==> config.mk <==
export PLATFORM = sky130hd
export DESIGN_NAME = mult_div_unit_flat
export DESIGN_NICKNAME = d
export VERILOG_FILES = /design/src/rtl/mult_div_unit_if.sv /design/src/rtl/mult_div_unit.sv /design/src/flat_wrapper.sv
export SDC_FILE = /design/constraint.sdc
export NUM_CORES = 1
export LEC_CHECK = 0
export ABC_AREA = 1
export BUFFER_PORTS_ARGS = -buffer_cell sky130_fd_sc_hd__buf_2
export CAP_MARGIN = 20
export CELL_PAD_IN_SITES_DETAIL_PLACEMENT = 2
export CELL_PAD_IN_SITES_GLOBAL_PLACEMENT = 2
export CORE_UTILIZATION = 33
export DETAILED_ROUTE_END_ITERATION = 8
export PLACE_DENSITY = 0.86
export SLEW_MARGIN = 20
export SYNTH_ARGS = -nofsm -noshare
export SYNTH_HDL_FRONTEND = slang
export SYNTH_SLANG_ARGS = --single-unit
==> constraint.sdc <==
create_clock -name clk -period 5.7 [get_ports clk]
set_input_delay 0.285 -clock clk [delete_from_list [all_inputs] [get_ports clk]]
set_output_delay 0.285 -clock clk [all_outputs]
set_load 0.02 [all_outputs]
==> src/rtl/mult_div_unit_if.sv <==
// -----------------------------------------------------------------------------
// mult_div_unit_if
// Bus between a requester and mult_div_unit.
//   start_mult/start_div/a/b : requester -> unit (request and operands)
//   hi/lo                    : unit -> requester (HI/LO results)
//   busy/done/div_zero       : unit -> requester (status)
//   dbg_state                : unit -> requester (FSM state, observation only)
// Handshake: a start is a level sampled on a rising edge; it is taken only
// while the unit is idle (busy low and done low). Taking it raises busy on
// that edge. Completion is a one-cycle done pulse in the cycle hi/lo (or
// div_zero) are updated; busy is already low in that cycle. Starts seen
// while not idle are dropped, never queued.
// -----------------------------------------------------------------------------
interface mult_div_unit_if;
  logic        start_mult;
  logic        start_div;
  logic [31:0] a;
  logic [31:0] b;
  logic [31:0] hi;
  logic [31:0] lo;
  logic        busy;
  logic        done;
  logic        div_zero;
  logic [1:0]  dbg_state;

  modport master (
    output start_mult, start_div, a, b,
    input  hi, lo, busy, done, div_zero, dbg_state
  );

  modport slave (
    input  start_mult, start_div, a, b,
    output hi, lo, busy, done, div_zero, dbg_state
  );
endinterface

==> src/rtl/mult_div_unit.sv <==
// -----------------------------------------------------------------------------
// mult_div_unit
// Iterative signed 32x32 multiply (64-bit result on hi:lo) and signed
// 32/32 divide (quotient on lo, remainder on hi), one iteration per clock,
// 32 iterations per operation.
// Ports:
//   clk    : clock, rising edge
//   reset  : asynchronous, active-high reset
//   bus    : mult_div_unit_if.slave (requests, operands, results, status)
// Both operations run on operand magnitudes and fix signs when the result
// is loaded, so hi/lo only ever change at the final edge.
// -----------------------------------------------------------------------------
module mult_div_unit (
  input  logic             clk,
  input  logic             reset,
  mult_div_unit_if.slave   bus
);

  typedef enum logic [1:0] {
    IDLE = 2'd0,
    MULT = 2'd1,
    DIV  = 2'd2,
    DONE = 2'd3
  } state_t;

  state_t      state_q, state_d;
  logic [31:0] hi_q, hi_d;
  logic [31:0] lo_q, lo_d;
  logic        busy_q, busy_d;
  logic        done_q, done_d;
  logic        div_zero_q, div_zero_d;
  logic [5:0]  cnt_q, cnt_d;
  // Multiply: {partial product, remaining multiplier bits}.
  // Divide:   {partial remainder, dividend bits shifting into quotient}.
  logic [63:0] acc_q, acc_d;
  // Magnitude of the multiplicand or of the divisor.
  logic [31:0] opb_q, opb_d;
  // Sign of product/quotient, and sign of the remainder (dividend sign).
  logic        neg_q, neg_d;
  logic        rneg_q, rneg_d;

  logic [32:0] mul_sum;
  logic [32:0] div_shift;
  logic [32:0] div_diff;
  logic [63:0] prod_res;
  logic [31:0] quo_res;
  logic [31:0] rem_res;

  function automatic logic [31:0] mag(input logic [31:0] x);
    // 0x80000000 maps to itself, which is its correct unsigned magnitude.
    return x[31] ? (~x + 32'd1) : x;
  endfunction

  always_comb begin
    state_d    = state_q;
    hi_d       = hi_q;
    lo_d       = lo_q;
    busy_d     = busy_q;
    done_d     = 1'b0;
    div_zero_d = div_zero_q;
    cnt_d      = cnt_q;
    acc_d      = acc_q;
    opb_d      = opb_q;
    neg_d      = neg_q;
    rneg_d     = rneg_q;

    mul_sum   = {1'b0, acc_q[63:32]} + (acc_q[0] ? {1'b0, opb_q} : 33'd0);
    div_shift = {acc_q[63:32], acc_q[31]};
    div_diff  = div_shift - {1'b0, opb_q};
    prod_res  = neg_q  ? (~acc_q + 64'd1)         : acc_q;
    quo_res   = neg_q  ? (~acc_q[31:0] + 32'd1)   : acc_q[31:0];
    rem_res   = rneg_q ? (~acc_q[63:32] + 32'd1)  : acc_q[63:32];

    case (state_q)
      IDLE: begin
        if (bus.start_mult) begin
          state_d    = MULT;
          busy_d     = 1'b1;
          div_zero_d = 1'b0;
          cnt_d      = 6'd0;
          opb_d      = mag(bus.a);
          acc_d      = {32'd0, mag(bus.b)};
          neg_d      = bus.a[31] ^ bus.b[31];
          rneg_d     = 1'b0;
        end else if (bus.start_div) begin
          cnt_d = 6'd0;
          if (bus.b == 32'd0) begin
            // Divide by zero never iterates; report it right away.
            state_d    = DONE;
            div_zero_d = 1'b1;
            done_d     = 1'b1;
            opb_d      = 32'd0;
            acc_d      = 64'd0;
            neg_d      = 1'b0;
            rneg_d     = 1'b0;
          end else begin
            state_d    = DIV;
            busy_d     = 1'b1;
            div_zero_d = 1'b0;
            opb_d      = mag(bus.b);
            acc_d      = {32'd0, mag(bus.a)};
            neg_d      = bus.a[31] ^ bus.b[31];
            rneg_d     = bus.a[31];
          end
        end
      end

      MULT: begin
        if (cnt_q == 6'd32) begin
          hi_d    = prod_res[63:32];
          lo_d    = prod_res[31:0];
          busy_d  = 1'b0;
          done_d  = 1'b1;
          state_d = DONE;
        end else begin
          // Shift-add: add multiplicand to the top half when the current
          // multiplier bit is set, then shift the whole accumulator right.
          acc_d = {mul_sum, acc_q[31:1]};
          cnt_d = cnt_q + 6'd1;
        end
      end

      DIV: begin
        if (cnt_q == 6'd32) begin
          hi_d    = rem_res;
          lo_d    = quo_res;
          busy_d  = 1'b0;
          done_d  = 1'b1;
          state_d = DONE;
        end else begin
          // Restoring step: the trial subtract's borrow decides the
          // quotient bit and whether the shifted remainder is kept.
          if (!div_diff[32]) acc_d = {div_diff[31:0], acc_q[30:0], 1'b1};
          else               acc_d = {div_shift[31:0], acc_q[30:0], 1'b0};
          cnt_d = cnt_q + 6'd1;
        end
      end

      DONE: begin
        state_d = IDLE;
      end

      default: begin
        state_d = IDLE;
      end
    endcase
  end

  always_ff @(posedge clk or posedge reset) begin
    if (reset) begin
      state_q    <= IDLE;
      hi_q       <= 32'd0;
      lo_q       <= 32'd0;
      busy_q     <= 1'b0;
      done_q     <= 1'b0;
      div_zero_q <= 1'b0;
      cnt_q      <= 6'd0;
      acc_q      <= 64'd0;
      opb_q      <= 32'd0;
      neg_q      <= 1'b0;
      rneg_q     <= 1'b0;
    end else begin
      state_q    <= state_d;
      hi_q       <= hi_d;
      lo_q       <= lo_d;
      busy_q     <= busy_d;
      done_q     <= done_d;
      div_zero_q <= div_zero_d;
      cnt_q      <= cnt_d;
      acc_q      <= acc_d;
      opb_q      <= opb_d;
      neg_q      <= neg_d;
      rneg_q     <= rneg_d;
    end
  end

  assign bus.hi        = hi_q;
  assign bus.lo        = lo_q;
  assign bus.busy      = busy_q;
  assign bus.done      = done_q;
  assign bus.div_zero  = div_zero_q;
  assign bus.dbg_state = state_q;

endmodule

==> src/flat_wrapper.sv <==
// flat-port wrapper written by rule: the top's interface ports become plain ports
module mult_div_unit_flat 
  (clk, reset, bus_start_mult, bus_start_div, bus_a, bus_b, bus_hi, bus_lo, bus_busy, bus_done, bus_div_zero, bus_dbg_state);
  mult_div_unit_if bus_i ();
  input  logic clk;
  input  logic reset;
  input wire logic [$bits(bus_i.start_mult)-1:0] bus_start_mult;
  input wire logic [$bits(bus_i.start_div)-1:0] bus_start_div;
  input wire logic [$bits(bus_i.a)-1:0] bus_a;
  input wire logic [$bits(bus_i.b)-1:0] bus_b;
  output wire logic [$bits(bus_i.hi)-1:0] bus_hi;
  output wire logic [$bits(bus_i.lo)-1:0] bus_lo;
  output wire logic [$bits(bus_i.busy)-1:0] bus_busy;
  output wire logic [$bits(bus_i.done)-1:0] bus_done;
  output wire logic [$bits(bus_i.div_zero)-1:0] bus_div_zero;
  output wire logic [$bits(bus_i.dbg_state)-1:0] bus_dbg_state;
  assign bus_i.start_mult = bus_start_mult;
  assign bus_i.start_div = bus_start_div;
  assign bus_i.a = bus_a;
  assign bus_i.b = bus_b;
  assign bus_hi = bus_i.hi;
  assign bus_lo = bus_i.lo;
  assign bus_busy = bus_i.busy;
  assign bus_done = bus_i.done;
  assign bus_div_zero = bus_i.div_zero;
  assign bus_dbg_state = bus_i.dbg_state;
  mult_div_unit u_core (.clk(clk), .reset(reset), .bus(bus_i));
endmodule
# After elaboration in Yosys (flattened, before gate mapping)
# Cells that the tools add are included.
[totals] input_bits=68 ff_bits=173
[op_classes] n_bitwise=6 addsub=8 n_reduce_logical=13 eq_ne=12 muxes=49
[ops] cell="$mux W32" n=13
[ops] cell="$mux W64" n=6
[ops] cell="$pmux W64 S3" n=1
[ops] cell="$add A32 B1 Y32 const B" n=4
[ops] cell="$not A32 Y32" n=4
[ops] cell="$pmux W32 S2" n=2
[ops] cell="$add A64 B1 Y64 const B" n=1
[ops] cell="$not A64 Y64" n=1
[ops] cell="$add A32 B33 Y33" n=1
[ops] cell="$sub A33 B32 Y33" n=1
[ops] cell="$logic_not A32 Y1" n=1
[ops] cell="$mux W6" n=3
[ops] cell="$mux W1" n=17
[ops] cell="$pmux W6 S2" n=1
[ops] cell="$reduce_and A4 Y1" n=2
[ops] cell="$add A6 B1 Y6 const B" n=1
[ops] cell="$eq A6 B6 Y1 const B" n=1
[ops] cell="$mux W2" n=3
[ops] cell="$ne A2 B1 Y1 const B" n=3
[ops] cell="$ne A2 B2 Y1 const B" n=3
[ops] cell="$ne A3 B3 Y1 const B" n=2
[ops] cell="$pmux W2 S3" n=1
[ops] cell="$reduce_and A3 Y1" n=2
[ops] cell="$reduce_bool A2 Y1" n=3
[ops] cell="other kinds (8)" n=11

# Depth between registers and ports, before layout
[depth] depth_word=7 mapped_depth=21

# Worst setup path before layout
# OpenSTA, ideal clock, no wires.
[synth_timing] path_type="register to register" from="register u_core.acc_q[0]" to="register u_core.acc_q[53]" setup_ns=0.117 path_stages_with_launch=19 arrival_time_ns=2.359 synth_period_minus_slack_ns=2.475 setup_slack_ns=3.225 cell_sequence="dfrtp_1 -> buf_2 -> nand2_1 -> inv_1 -> ha_1 -> inv_1 -> fa_1 -> inv_1 -> nand2_1 -> o21ai_0 -> a21oi_1 -> o21ai_0 -> nand2_1 -> nand2_1 -> nand2_1 -> nand3_1 -> nand2_1 -> nand2_1 -> nand2_1"
[synth_via] elab_chain_cells=4
[synth_rtl] element="start: declaration" line_no="mult_div_unit.sv:35" rtl="logic [63:0] acc_q, acc_d;"
[synth_rtl] element="start signal: assignment" line_no="mult_div_unit.sv:158" rtl="acc_q <= 64'd0;"
[synth_rtl] element="start signal: assignment" line_no="mult_div_unit.sv:170" rtl="acc_q <= acc_d;"
[synth_rtl] element="$mux W32" line_no="mult_div_unit.sv:67" rtl="mul_sum = {1'b0, acc_q[63:32]} + (acc_q[0] ? {1'b0, opb_q} : 33'd0);"
[synth_rtl] element="$add A32 B33 Y33" line_no="mult_div_unit.sv:67"
[synth_rtl] element="$mux W64" line_no="mult_div_unit.sv:109" rtl="if (cnt_q == 6'd32) begin"
[synth_rtl] element="$pmux W64 S3" line_no="mult_div_unit.sv:74" rtl="case (state_q)"
# No other way between the ends. The select of a mux whose other input is x is not followed.
# A chain may end at the register's enable or synchronous reset.

# Worst setup path in the final report
[layout_timing] from="register u_core.acc_q[0]" to="register u_core.acc_q[61]"
# The elaborated chain is that of the path after synthesis.

==> impl_results.md <==
* Die H at 233 microns
* Crit-path max cell delay at 0.81 ns
* Synth-to-layout area growth at 10.9%
* Synth top area share at 24.6%
* Post-Syn Area per Cell at 5.92 sq um
* Synth Flop Type: dfrtp_1
* RSZ-0062 raised after global routing: no
* Synthesized area at 0.0176 sq mm
* CTS tree: done
* Required @ worst endpoint at 6.09 ns
* Unique masters post-synth at 54
* Wire per inst at 23.0 microns
* CTS Root Cell: clkbuf_16
* Clock sink total at 173
* Cell Rows at 84
* Ratio of cells with drive above 1 in the final layout at 7.67%
* Most Crowded Layer GR: met2
* HP Start: bus_b[0]
* DRT Pass-1 Iters at 5
* Crit Path Max Fanout at 34
* TNS Setup at 0 ns
* I/O Pins at 137
* Crit start category: flop
* Clock buffer depth at 2
* DR iter-0 viols at 1,189
* Maximum capacitance violations at 0
* Crit-path cells: nand2_1 > inv_1 > ha_1 > inv_1 > fa_1 > inv_1 > nand2_1 > o21ai_0 > a21oi_1 > o21ai_0 > nand2_1 > nand2_1 > nand2_1 > nand3_1 > nand2_1 > nand2_1 > nand2_1
* Post-DR vias/cell at 5.51
* Worst skew pair latency at 0.50 ns
* Die Width at 233 microns
* Final period utilization at 67.3%
* Seq cells post-synth at 173
* GR met3 Demand/Resource at 2.99%
* CP max stage cell: dfrtp_2
* Clock transition at path regs at 0.08 ns
* Total power at 13.5 mW
* Met1 Resource Use GR at 39.5%
* EDFF count, synth at 0
* Final Hold Fails at 0
* Antenna violations before repair at 1
* Slew margin rel. at 22.6%
* Crit-path most repeated cell: nand2_1
* Largest area contributor in the netlist: dfrtp_1
* Gr ovfl total at 0
* H-Tree Level Count at 4
* Status: finished, final reports clean
* Post-synthesis sequential area ratio at 24.6%
* Vias in the first global route at 21,900
* Global-route wire length before repair at 130,000 microns
* Num CTS Buffers at 17
* Fmax at 261 MHz
* Min-Delay Path Depth at 3
* Number of setup violations in the final report at 0
* GRT Util Overall at 31.8%
* Worst Tran Pin Value at 1.16 ns
* Worst vdd ir at 0.000294 V
* DR vias at 20,600
* Reg-to-reg setup timing slack at 1.87 ns
* Hpwl dp at 69,900 microns
* Met2 usage at 55.6%
* Crit end category: flop
* IO Port Bufs at 136
* Largest net degree at the start of global routing at 120
* Final min period at 3.83 ns
* DR DRC count at 0
* Die area at 0.0541 sq mm
* Leak pwr at 10.7 nW
* # nets final at 3,181
* Final max-slew violation count at 0
* Post-Syn Nets at 3,110
* Yosys warns at 0
* Effective utilization at floorplan at 33.4%
* Synth Instances at 2,966
* Power Dens Cells at 693 mW/mm^2
* Reg2Reg Launch Point: u_core.acc_q[0]
* Worst reg2reg path endpoint: u_core.acc_q[61]
* Post-DRT Antenna Nets at 0
* Ant diodes at 0
* Post-synthesis async set-or-reset flop share at 100%
* Drt total wl at 85,900 microns
* Routability congestion estimate at 0.961
* WHS Endpoint: u_core.opb_q[0]
* Hold crit path type: primary input to flop
* Critical Path AT at 4.23 ns
* Critical path class: flop to flop
* Reg2reg path depth at 17
* Clk_skew at 0.0154 ns
* Synth area leaders: dfrtp_1 (25%), nand2_1 (22%), nand3_1 (8.9%)
* Core area at 0.0526 sq mm
[per-stage QoR]
step                      instance area (sq um)  hold slack [ns]  setup slack [ns]  instances  utilization [%]
after floorplan                           17600            0.421             0.727       2966                -
after global placement                    18800            0.352              1.74       3704             35.8
after detailed placement                  18800            0.379              1.59       3704             35.8
after CTS                                 19500           0.0628              1.57       3737             37.0
after global routing                      19500           0.0885              1.47       3738             37.1
final                                     19500           0.0952              1.87       3738             37.1
[cell families (layout without fill, tap and decap cells)]
kind of cell	Yosys count	after routing	share of synthesized area, %
buffers and inverters	507	591	11.1
AND/OR/NAND/NOR	1748	1748	42.0
XOR/XNOR	90	90	4.49
flip-flops	173	173	24.6
adder cells (fa/ha/maj)	76	76	5.50
AO/OA/AOI/OAI	372	372	12.2
[layout make-up]
| type | count | area [sq um] |
|---|---|---|
| well taps | 688 | 861 |
| clock inverters | 15 | 189 |
| inverters | 409 | 1540 |
| multi-input cells | 2286 | 11300 |
| fillers | 6751 | 33100 |
| repair buffers | 150 | 821 |
| clock buffers | 17 | 425 |
| flip-flops and latches | 173 | 4330 |
[timing repair]
action                                 in CTS  in global routing
gates resized for setup                     0                  0
endpoints found under the hold margin      54                  0
hold buffers                                1                  0
buffers inserted                            0                  0
[state kept, by name, indices dropped and copies added (netlist names)]
name                  flops
u_core.bus.hi            32
u_core.acc_q             64
u_core.bus.busy           1
u_core.bus.lo            32
u_core.cnt_q              6
u_core.bus.dbg_state      2
u_core.bus.div_zero       1
u_core.bus.done           1
u_core.rneg_q             1
u_core.neg_q              1
u_core.opb_q             32
[worst max-delay path by stage]
stage	slack, ns	start	end	depth (start not counted)
4_1_cts	1.57	u_core.acc_q[0]	u_core.acc_q[61]	17
3_5_place_dp	1.59	u_core.acc_q[0]	u_core.acc_q[61]	17
6_report	1.87	u_core.acc_q[0]	u_core.acc_q[61]	17
5_1_grt	1.47	u_core.acc_q[0]	u_core.acc_q[61]	17
2_1_floorplan	0.73	reset	u_core.acc_q[0]	1
3_3_place_gp	1.74	u_core.acc_q[0]	u_core.acc_q[53]	17
[cells in the final DEF, fill, tap and decap left out, types with 5 or more instances in the layout]
master,n
nand2_1,1024
inv_1,400
nand3_1,311
nor2_1,271
dfrtp_1,172
buf_2,136
o21ai_0,134
a21oi_1,119
ha_1,73
xor2_1,68
nand4_1,36
nor3_1,32
xnor2_1,22
a22oi_1,21
nand3b_1,18
o21ai_1,17
clkbuf_16,17
a221oi_1,14
a31oi_1,13
buf_4,11
o22ai_1,10
o211ai_1,10
o221ai_1,10
nor2_2,9
nand2_2,8
inv_2,6
a21o_1,6
clkinv_8,6
or2_2,5
and2_1,5
[Yosys cell counts (21+ instances only)]
cell	instances
nor2_1	273
dfrtp_1	173
o21ai_0	134
nand3_1	311
nor3_1	32
a22oi_1	21
ha_1	74
xor2_1	68
clkbuf_1	64
nand2_1	1024
nand4_1	36
inv_1	402
a21oi_1	119
xnor2_1	22
[power breakdown]
part / total [mW] / leakage (nW) / switching, mW / internal [mW]
Clock: 1.27 / 0.295 / 0.672 / 0.598
Sequential: 2.71 / 2.16 / 0.882 / 1.83
Combinational: 9.52 / 8.25 / 6.82 / 2.69
Total: 13.5 / 10.7 / 8.38 / 5.12
[layer usage]
metal | vias up | part of all wire (%)
li1 | 9624 | -
met1 | 10400 | 43
met2 | 433 | 49
met3 | 137 | 3.1
met4 | 0 | 4.3
met5 | - | 0
[worst max-delay path: cells and delay by family, from the launching register on]
kind | cells | cell delay (ns)
AO/OA/AOI/OAI | 3 | 1.29
AND/OR/NAND/NOR | 9 | 0.81
flip-flops | 1 | 0.81
adder cells (fa/ha/maj) | 2 | 0.55
buffers and inverters | 3 | 0.25
Note: power is estimated with default switching activity, not from simulation.
